[config.mk]
export PLATFORM = sky130hd
export DESIGN_NAME = commit_queue_flat
export DESIGN_NICKNAME = d
export VERILOG_FILES = /design/src/rtl/commit_queue_pkg.sv /design/src/rtl/commit_queue_if.sv /design/src/rtl/commit_queue_lane_pack.sv /design/src/rtl/commit_queue.sv /design/src/flat_wrapper.sv
export SDC_FILE = /design/constraint.sdc
export NUM_CORES = 2
export LEC_CHECK = 0
export CORE_MARGIN = 2
export CORE_UTILIZATION = 50
export CTS_CLUSTER_SIZE = 25
export DETAILED_ROUTE_END_ITERATION = 16
export PLACE_DENSITY = 0.63
export SLEW_MARGIN = 15
export SYNTH_ARGS = -nofsm -noshare
export SYNTH_HDL_FRONTEND = slang
export SYNTH_SLANG_ARGS = --single-unit
[constraint.sdc]
create_clock -name clk -period 40.6 [get_ports clk]
set_input_delay 8.12 -clock clk [delete_from_list [all_inputs] [get_ports clk]]
set_output_delay 8.12 -clock clk [all_outputs]
set_load 0.01 [all_outputs]
[src/rtl/commit_queue_pkg.sv]
// Shared definitions for the commit-trace queue: default sizing and the layout
// of one stored commit record.
package commit_queue_pkg;

    localparam int CQ_DEF_COMMIT_WIDTH = 2;
    localparam int CQ_DEF_DEPTH        = 16;
    localparam int CQ_DEF_DMEM_AW      = 10;

    // Fixed-width fields sit low; the data-memory address goes on top so
    // every offset below is independent of DMEM_AW.
    localparam int CQ_PC_LSB      = 0;
    localparam int CQ_INSTR_LSB   = 32;
    localparam int CQ_HALT_BIT    = 64;
    localparam int CQ_REG_WE_BIT  = 65;
    localparam int CQ_REG_WA_LSB  = 66;
    localparam int CQ_REG_WD_LSB  = 71;
    localparam int CQ_DMEM_WE_BIT = 103;
    localparam int CQ_DMEM_WD_LSB = 104;
    localparam int CQ_DMEM_WA_LSB = 136;
    localparam int CQ_FIXED_W     = 136;

    function automatic int cq_entry_w(input int dmem_aw);
        return CQ_FIXED_W + dmem_aw;
    endfunction

endpackage

[src/rtl/commit_queue_if.sv]
// Commit-side and harness-side handshake bundle of the commit queue.
interface commit_queue_if
    import commit_queue_pkg::*;
#(
    parameter int COMMIT_WIDTH = CQ_DEF_COMMIT_WIDTH,
    parameter int DMEM_AW      = CQ_DEF_DMEM_AW
) ();

    logic [COMMIT_WIDTH-1:0]         in_valid;
    logic                            in_ready;
    logic [COMMIT_WIDTH*32-1:0]      in_pc;
    logic [COMMIT_WIDTH*32-1:0]      in_instr;
    logic [COMMIT_WIDTH-1:0]         in_halt;
    logic [COMMIT_WIDTH-1:0]         in_reg_we;
    logic [COMMIT_WIDTH*5-1:0]       in_reg_wa;
    logic [COMMIT_WIDTH*32-1:0]      in_reg_wd;
    logic [COMMIT_WIDTH-1:0]         in_dmem_we;
    logic [COMMIT_WIDTH*DMEM_AW-1:0] in_dmem_wa;
    logic [COMMIT_WIDTH*32-1:0]      in_dmem_wd;

    logic                            out_valid;
    logic                            out_ready;
    logic [31:0]                     out_pc;
    logic [31:0]                     out_instr;
    logic                            out_halt;
    logic                            out_reg_we;
    logic [4:0]                      out_reg_wa;
    logic [31:0]                     out_reg_wd;
    logic                            out_dmem_we;
    logic [DMEM_AW-1:0]              out_dmem_wa;
    logic [31:0]                     out_dmem_wd;

    modport master (
        output in_valid, in_pc, in_instr, in_halt, in_reg_we, in_reg_wa, in_reg_wd,
               in_dmem_we, in_dmem_wa, in_dmem_wd, out_ready,
        input  in_ready, out_valid, out_pc, out_instr, out_halt, out_reg_we,
               out_reg_wa, out_reg_wd, out_dmem_we, out_dmem_wa, out_dmem_wd
    );

    modport slave (
        input  in_valid, in_pc, in_instr, in_halt, in_reg_we, in_reg_wa, in_reg_wd,
               in_dmem_we, in_dmem_wa, in_dmem_wd, out_ready,
        output in_ready, out_valid, out_pc, out_instr, out_halt, out_reg_we,
               out_reg_wa, out_reg_wd, out_dmem_we, out_dmem_wa, out_dmem_wd
    );

endinterface

[src/rtl/commit_queue_lane_pack.sv]
// Packs each commit lane into a flat record and works out how many lanes of
// the group are kept (truncated after the first halt) and whether the mask is legal.
module commit_lane_pack
    import commit_queue_pkg::*;
#(
    parameter int COMMIT_WIDTH = CQ_DEF_COMMIT_WIDTH,
    parameter int DMEM_AW      = CQ_DEF_DMEM_AW,
    parameter int ENTRY_W      = cq_entry_w(DMEM_AW),
    parameter int K_W          = $clog2(COMMIT_WIDTH + 1)
) (
    input  logic [COMMIT_WIDTH-1:0]                in_valid,
    input  logic [COMMIT_WIDTH*32-1:0]             in_pc,
    input  logic [COMMIT_WIDTH*32-1:0]             in_instr,
    input  logic [COMMIT_WIDTH-1:0]                in_halt,
    input  logic [COMMIT_WIDTH-1:0]                in_reg_we,
    input  logic [COMMIT_WIDTH*5-1:0]              in_reg_wa,
    input  logic [COMMIT_WIDTH*32-1:0]             in_reg_wd,
    input  logic [COMMIT_WIDTH-1:0]                in_dmem_we,
    input  logic [COMMIT_WIDTH*DMEM_AW-1:0]        in_dmem_wa,
    input  logic [COMMIT_WIDTH*32-1:0]             in_dmem_wd,
    output logic [COMMIT_WIDTH-1:0][ENTRY_W-1:0]   lane_entries,
    output logic [K_W-1:0]                         lane_count,
    output logic                                   contiguous,
    output logic                                   halt_hit
);

    logic [COMMIT_WIDTH-1:0] valid_plus1;
    logic                    stop;

    for (genvar gi = 0; gi < COMMIT_WIDTH; gi++) begin : g_lane
        assign lane_entries[gi][CQ_PC_LSB +: 32]        = in_pc[gi*32 +: 32];
        assign lane_entries[gi][CQ_INSTR_LSB +: 32]     = in_instr[gi*32 +: 32];
        assign lane_entries[gi][CQ_HALT_BIT]            = in_halt[gi];
        assign lane_entries[gi][CQ_REG_WE_BIT]          = in_reg_we[gi];
        assign lane_entries[gi][CQ_REG_WA_LSB +: 5]     = in_reg_wa[gi*5 +: 5];
        assign lane_entries[gi][CQ_REG_WD_LSB +: 32]    = in_reg_wd[gi*32 +: 32];
        assign lane_entries[gi][CQ_DMEM_WE_BIT]         = in_dmem_we[gi];
        assign lane_entries[gi][CQ_DMEM_WD_LSB +: 32]   = in_dmem_wd[gi*32 +: 32];
        assign lane_entries[gi][CQ_DMEM_WA_LSB +: DMEM_AW] = in_dmem_wa[gi*DMEM_AW +: DMEM_AW];
    end

    always_comb begin
        // A mask of the form 0..01..1 has no bit in common with itself plus one.
        valid_plus1 = in_valid + COMMIT_WIDTH'(1);
        contiguous  = ((in_valid & valid_plus1) == '0);
        lane_count  = '0;
        halt_hit    = 1'b0;
        stop        = 1'b0;
        for (int i = 0; i < COMMIT_WIDTH; i++) begin
            if (in_valid[i] && !stop) begin
                lane_count = lane_count + K_W'(1);
                if (in_halt[i]) begin
                    stop     = 1'b1;
                    halt_hit = 1'b1;
                end
            end
        end
    end

endmodule

[src/rtl/commit_queue.sv]
// Commit-trace FIFO: takes up to COMMIT_WIDTH retired records per cycle and
// hands them to the harness one per cycle, tracking halt and protocol errors.
module commit_queue
    import commit_queue_pkg::*;
#(
    parameter int COMMIT_WIDTH = CQ_DEF_COMMIT_WIDTH,
    parameter int DEPTH        = CQ_DEF_DEPTH,
    parameter int DMEM_AW      = CQ_DEF_DMEM_AW
) (
    input  logic                    clk,
    input  logic                    rst_n,
    commit_queue_if.slave           bus,
    output logic [$clog2(DEPTH):0]  count,
    output logic                    halt_seen,
    output logic                    drained,
    output logic                    err_order,
    output logic                    err_overflow
);

    localparam int PTR_W   = $clog2(DEPTH);
    localparam int CNT_W   = PTR_W + 1;
    localparam int ENTRY_W = cq_entry_w(DMEM_AW);
    localparam int K_W     = $clog2(COMMIT_WIDTH + 1);

    logic [ENTRY_W-1:0] mem [DEPTH];

    logic [PTR_W-1:0] head_reg, head_next, tail_reg, tail_next;
    logic [CNT_W-1:0] count_reg, count_next, free_slots, push_n;
    logic             halt_seen_reg, halt_seen_next;
    logic             err_order_reg, err_order_next;
    logic             err_overflow_reg, err_overflow_next;

    logic [COMMIT_WIDTH-1:0][ENTRY_W-1:0] lane_entries;
    logic [K_W-1:0]     lane_count;
    logic               contiguous, halt_hit;
    logic               ready, push_any, accept, pop;
    logic [ENTRY_W-1:0] head_entry;

    commit_lane_pack #(
        .COMMIT_WIDTH (COMMIT_WIDTH),
        .DMEM_AW      (DMEM_AW),
        .ENTRY_W      (ENTRY_W),
        .K_W          (K_W)
    ) u_pack (
        .in_valid     (bus.in_valid),
        .in_pc        (bus.in_pc),
        .in_instr     (bus.in_instr),
        .in_halt      (bus.in_halt),
        .in_reg_we    (bus.in_reg_we),
        .in_reg_wa    (bus.in_reg_wa),
        .in_reg_wd    (bus.in_reg_wd),
        .in_dmem_we   (bus.in_dmem_we),
        .in_dmem_wa   (bus.in_dmem_wa),
        .in_dmem_wd   (bus.in_dmem_wd),
        .lane_entries (lane_entries),
        .lane_count   (lane_count),
        .contiguous   (contiguous),
        .halt_hit     (halt_hit)
    );

    always_comb begin
        // Ready only depends on registered state, so no input reaches it combinationally.
        free_slots = CNT_W'(DEPTH) - count_reg;
        ready      = !halt_seen_reg && (free_slots >= CNT_W'(COMMIT_WIDTH));
        push_any   = |bus.in_valid;
        accept     = ready && push_any && contiguous;
        pop        = (count_reg != '0) && bus.out_ready;
        push_n     = accept ? CNT_W'(lane_count) : '0;
        count_next = count_reg + push_n - CNT_W'(pop);
        head_next  = head_reg + PTR_W'(pop);
        tail_next  = tail_reg + PTR_W'(push_n);

        halt_seen_next    = halt_seen_reg | (accept & halt_hit);
        err_order_next    = err_order_reg | (push_any & ~contiguous);
        err_overflow_next = err_overflow_reg | (push_any & ~ready & ~halt_seen_reg);
    end

    always_ff @(posedge clk or negedge rst_n) begin
        if (!rst_n) begin
            head_reg         <= '0;
            tail_reg         <= '0;
            count_reg        <= '0;
            halt_seen_reg    <= 1'b0;
            err_order_reg    <= 1'b0;
            err_overflow_reg <= 1'b0;
        end else begin
            head_reg         <= head_next;
            tail_reg         <= tail_next;
            count_reg        <= count_next;
            halt_seen_reg    <= halt_seen_next;
            err_order_reg    <= err_order_next;
            err_overflow_reg <= err_overflow_next;
        end
    end

    // Storage carries no reset; occupancy alone decides what is meaningful.
    always_ff @(posedge clk) begin
        if (accept) begin
            for (int i = 0; i < COMMIT_WIDTH; i++) begin
                if (i < int'(lane_count)) begin
                    mem[tail_reg + PTR_W'(i)] <= lane_entries[i];
                end
            end
        end
    end

    assign head_entry = mem[head_reg];

    assign bus.in_ready    = ready;
    assign bus.out_valid   = (count_reg != '0);
    assign bus.out_pc      = head_entry[CQ_PC_LSB +: 32];
    assign bus.out_instr   = head_entry[CQ_INSTR_LSB +: 32];
    assign bus.out_halt    = head_entry[CQ_HALT_BIT];
    assign bus.out_reg_we  = head_entry[CQ_REG_WE_BIT];
    assign bus.out_reg_wa  = head_entry[CQ_REG_WA_LSB +: 5];
    assign bus.out_reg_wd  = head_entry[CQ_REG_WD_LSB +: 32];
    assign bus.out_dmem_we = head_entry[CQ_DMEM_WE_BIT];
    assign bus.out_dmem_wa = head_entry[CQ_DMEM_WA_LSB +: DMEM_AW];
    assign bus.out_dmem_wd = head_entry[CQ_DMEM_WD_LSB +: 32];

    assign count        = count_reg;
    assign halt_seen    = halt_seen_reg;
    assign drained      = halt_seen_reg && (count_reg == '0);
    assign err_order    = err_order_reg;
    assign err_overflow = err_overflow_reg;

endmodule

[src/flat_wrapper.sv]
// flat-port wrapper written by rule: the top's interface ports become plain ports
module commit_queue_flat import commit_queue_pkg::*;
#(
    parameter int COMMIT_WIDTH = CQ_DEF_COMMIT_WIDTH,
    parameter int DEPTH        = CQ_DEF_DEPTH,
    parameter int DMEM_AW      = CQ_DEF_DMEM_AW
)
  (clk, rst_n, count, halt_seen, drained, err_order, err_overflow, bus_in_valid, bus_in_pc, bus_in_instr, bus_in_halt, bus_in_reg_we, bus_in_reg_wa, bus_in_reg_wd, bus_in_dmem_we, bus_in_dmem_wa, bus_in_dmem_wd, bus_out_ready, bus_in_ready, bus_out_valid, bus_out_pc, bus_out_instr, bus_out_halt, bus_out_reg_we, bus_out_reg_wa, bus_out_reg_wd, bus_out_dmem_we, bus_out_dmem_wa, bus_out_dmem_wd);
  commit_queue_if #(.COMMIT_WIDTH(COMMIT_WIDTH), .DMEM_AW(DMEM_AW)) bus_i ();
  input  logic clk;
  input  logic rst_n;
  output logic [$clog2(DEPTH):0] count;
  output logic halt_seen;
  output logic drained;
  output logic err_order;
  output logic err_overflow;
  input wire logic [$bits(bus_i.in_valid)-1:0] bus_in_valid;
  input wire logic [$bits(bus_i.in_pc)-1:0] bus_in_pc;
  input wire logic [$bits(bus_i.in_instr)-1:0] bus_in_instr;
  input wire logic [$bits(bus_i.in_halt)-1:0] bus_in_halt;
  input wire logic [$bits(bus_i.in_reg_we)-1:0] bus_in_reg_we;
  input wire logic [$bits(bus_i.in_reg_wa)-1:0] bus_in_reg_wa;
  input wire logic [$bits(bus_i.in_reg_wd)-1:0] bus_in_reg_wd;
  input wire logic [$bits(bus_i.in_dmem_we)-1:0] bus_in_dmem_we;
  input wire logic [$bits(bus_i.in_dmem_wa)-1:0] bus_in_dmem_wa;
  input wire logic [$bits(bus_i.in_dmem_wd)-1:0] bus_in_dmem_wd;
  input wire logic [$bits(bus_i.out_ready)-1:0] bus_out_ready;
  output wire logic [$bits(bus_i.in_ready)-1:0] bus_in_ready;
  output wire logic [$bits(bus_i.out_valid)-1:0] bus_out_valid;
  output wire logic [$bits(bus_i.out_pc)-1:0] bus_out_pc;
  output wire logic [$bits(bus_i.out_instr)-1:0] bus_out_instr;
  output wire logic [$bits(bus_i.out_halt)-1:0] bus_out_halt;
  output wire logic [$bits(bus_i.out_reg_we)-1:0] bus_out_reg_we;
  output wire logic [$bits(bus_i.out_reg_wa)-1:0] bus_out_reg_wa;
  output wire logic [$bits(bus_i.out_reg_wd)-1:0] bus_out_reg_wd;
  output wire logic [$bits(bus_i.out_dmem_we)-1:0] bus_out_dmem_we;
  output wire logic [$bits(bus_i.out_dmem_wa)-1:0] bus_out_dmem_wa;
  output wire logic [$bits(bus_i.out_dmem_wd)-1:0] bus_out_dmem_wd;
  assign bus_i.in_valid = bus_in_valid;
  assign bus_i.in_pc = bus_in_pc;
  assign bus_i.in_instr = bus_in_instr;
  assign bus_i.in_halt = bus_in_halt;
  assign bus_i.in_reg_we = bus_in_reg_we;
  assign bus_i.in_reg_wa = bus_in_reg_wa;
  assign bus_i.in_reg_wd = bus_in_reg_wd;
  assign bus_i.in_dmem_we = bus_in_dmem_we;
  assign bus_i.in_dmem_wa = bus_in_dmem_wa;
  assign bus_i.in_dmem_wd = bus_in_dmem_wd;
  assign bus_i.out_ready = bus_out_ready;
  assign bus_in_ready = bus_i.in_ready;
  assign bus_out_valid = bus_i.out_valid;
  assign bus_out_pc = bus_i.out_pc;
  assign bus_out_instr = bus_i.out_instr;
  assign bus_out_halt = bus_i.out_halt;
  assign bus_out_reg_we = bus_i.out_reg_we;
  assign bus_out_reg_wa = bus_i.out_reg_wa;
  assign bus_out_reg_wd = bus_i.out_reg_wd;
  assign bus_out_dmem_we = bus_i.out_dmem_we;
  assign bus_out_dmem_wa = bus_i.out_dmem_wa;
  assign bus_out_dmem_wd = bus_i.out_dmem_wd;
  commit_queue #(.COMMIT_WIDTH(COMMIT_WIDTH), .DEPTH(DEPTH), .DMEM_AW(DMEM_AW)) u_core (.clk(clk), .rst_n(rst_n), .bus(bus_i), .count(count), .halt_seen(halt_seen), .drained(drained), .err_order(err_order), .err_overflow(err_overflow));
endmodule
==> flow_summary.json <==
{
  "status": "complete, no violations",
  "peakVddDrop_uv": 54.2,
  "rsz0062_at_grt": "no",
  "tritoncts": "yes",
  "max_slew_margin_pct": 17.2,
  "num_vias": 65713,
  "drt_iter0_markers": 7263,
  "grt_max_degree": 104,
  "place.port_buffers": 453,
  "clkLatencyLatePin_ns": 0.92,
  "netlist_top_cells_area": "edfxtp_1, mux2_2, mux4_2",
  "vias_per_cell": 6.54,
  "dpl_cell_area_sq_mm": 0.125,
  "area_growth_pct": 12.6,
  "syn_avg_cell_area_sq_um": 18.0,
  "grtUsageTotal_pct": 29.8,
  "synth_edf_count": 2336,
  "async_flop_share_pct": 0.680,
  "yosys.area.top_type": "edfxtp_1",
  "layout-drive-gt1-share_pct": 50.8,
  "drc_errors": 0,
  "antenna_found_initial": 84,
  "cts_hold_buf": 0,
  "fmax_mhz": 68.5,
  "setup_ws_ns": 26.01,
  "crit_arrival_ns": 6.47,
  "synthCells": 6561,
  "largest_reg_flops": 2336,
  "setup_violations": 0,
  "cp-start-kind": "register",
  "ant_nets": 0,
  "fin_crit_sh_pct": 35.9,
  "power_density_mw_per_mm2": 53.7,
  "cap_violations": 0,
  "yosysUniqueCellTypes": 41,
  "cts_buffers": 280,
  "hold_path_class": "register to register",
  "cts_max_path_buffers": 4,
  "die_w_microns": 490,
  "setup.worst_path.end_class": "output port",
  "wire_per_inst_microns": 36.1,
  "post-cts-setup-buffers": 0,
  "ys_warn_count": 0,
  "grt_overflow": 0,
  "pin_count": 454,
  "netlist_area_sq_mm": 0.118,
  "required_ns": 32.48,
  "nNetsFinal": 7009,
  "skew_ns": 0.0341,
  "synth_fp_nets": 6876,
  "fin_tns_setup_ns": 0,
  "worst_pin_slew_ns": 1.24,
  "clk_pin_slew_ns": 0.06,
  "cp_cell_sequence": "buf_4 -> buf_4 -> buf_4 -> buf_4 -> mux4_2 -> nor2b_1 -> a211oi_1 -> a31oi_1 -> clkdlybuf4s50_1",
  "cpPeakStageDelay_ns": 0.89,
  "finalHoldViolations": 0,
  "finalPower_mw": 7.13,
  "first_pass_iters": 5,
  "cts_sinks": 2352,
  "synth_flop_cell": "edfxtp_1",
  "cp_slowest_cell": "dfrtp_4",
  "dp_hpwl_microns": 182000,
  "place_ws_ns": 26.80,
  "initial_core_util_pct": 50.2,
  "fin_crit_ns": 14.59,
  "grt_pass1_vias": 68085,
  "synth-seq-cells": 2352,
  "die_area_sq_mm": 0.240,
  "num_rows": 178,
  "worst-setup-path-type": "register to output port",
  "cts_resized": 0,
  "n_fill_cell": 18016,
  "synthDominantCellAreaShare_pct": 59.4,
  "cts.htree.levels": 5,
  "die_h_microns": 490,
  "routed_wl_microns": 362000,
  "rrSetupSlack_ns": 34.66,
  "grt_pass1_wl_microns": 515000,
  "synth_commonest_cells": "mux2_2, edfxtp_1, mux4_2, clkbuf_1, buf_2",
  "gp_congestion": 0.772,
  "slew_viol_final": 0,
  "synth.most_common_cell": "mux2_2",
  "crit_fanout": 37,
  "crit_path_frequent_cell": "buf_4",
  "p_leak_nw": 42.2,
  "finish.instance_area_sq_mm": 0.133,
  "root_buffer": "clkbuf_16",
  "coreArea_sq_mm": 0.235,
  "ys_seq_area_share_pct": 59.8
}
==> logic make-up (layout without fill, tap and decap cells) <==
| kind of cell | count (synthesis) | in the layout | share of synthesized area (%) |
|---|---|---|---|
| other | 0 | 28 | 0 |
| adder cells (fa/ha/maj) | 18 | 18 | 0.203 |
| flip-flops | 2352 | 2352 | 59.8 |
| AND/OR/NAND/NOR | 210 | 210 | 0.931 |
| XOR/XNOR | 9 | 9 | 0.0668 |
| AO/OA/AOI/OAI | 179 | 179 | 0.998 |
| multiplexers | 3028 | 3028 | 35.1 |
| buffers and inverters | 765 | 1076 | 2.97 |
==> where the power goes <==
part	leakage, nW	switching (mW)	internal, mW
Combinational	17.1	1.06	1.06
Clock	3.93	0.975	1.32
Sequential	21.2	0.0435	2.67
Total	42.2	2.08	5.06
==> through the flow <==
| step | hold WS (ns) | instances | util (%) |
|---|---|---|---|
| 4_1_cts | 0.460 | 10021 | 56.5 |
| 3_3_place_gp | 0.442 | 9561 | 53.1 |
| 6_report | 0.462 | 10050 | 56.6 |
| 3_5_place_dp | 0.447 | 9561 | 53.1 |
| 2_1_floorplan | 0.473 | 6561 | - |
| 5_1_grt | 0.485 | 10041 | 56.6 |
==> per-layer routing <==
metal / part of all wire, % / track usage, % / up-vias
met5: 0.12 / 0 / -
met4: 2.9 / 9.35 / 68
met3: 7.2 / 5.48 / 654
met2: 49 / 49.2 / 2629
met1: 40 / 40.2 / 35505
li1: - / - / 26857
==> layout by cell type, fill, tap and decap left out, types with 44 or more instances in the layout <==
| cell | count |
|---|---|
| nand2_1 | 96 |
| clkdlybuf4s50_1 | 452 |
| edfxtp_1 | 2336 |
| clkbuf_1 | 77 |
| clkbuf_16 | 285 |
| clkinv_1 | 58 |
| buf_4 | 118 |
| a211oi_1 | 74 |
| mux4_2 | 654 |
| mux2_2 | 2337 |
| nor2b_1 | 44 |
==> area by class of cell <==
cell class              count  area (sq um)  area share, %
flip-flops and latches   2352         70600           53.1
inverters                  18          72.6         0.0546
diodes                     28          70.1         0.0527
repair buffers            598          5950           4.48
well taps                3150          3940           2.97
multi-input cells        3444         44300           33.3
clock inverters            95           579          0.436
clock buffers             365          7460           5.61
==> critical path: cells and delay by family, from the launching register on <==
family | cells | cell delay, ns
AOI/OAI and AO/OA | 2 | 0.50
buffers and inverters | 5 | 3.28
DFF | 1 | 0.89
muxes | 1 | 0.59
and+or+nand+nor | 1 | 0.15
==> final timing paths <==
path / start / to / cells past startpoint
hold / removal: u_core.err_overflow / u_core.err_overflow / 1
setup reg to reg: u_core.count[1] / u_core.mem[3][136] / 11
max in group asynchronous: rst_n / u_core.head_reg[0] / 1
min in group asynchronous: rst_n / u_core.head_reg[3] / 1
hold reg to reg: u_core.err_overflow / u_core.err_overflow / 1
setup / recovery: u_core.head_reg[0] / bus_out_pc[25] / 9
(Power assumes the default switching activity.)
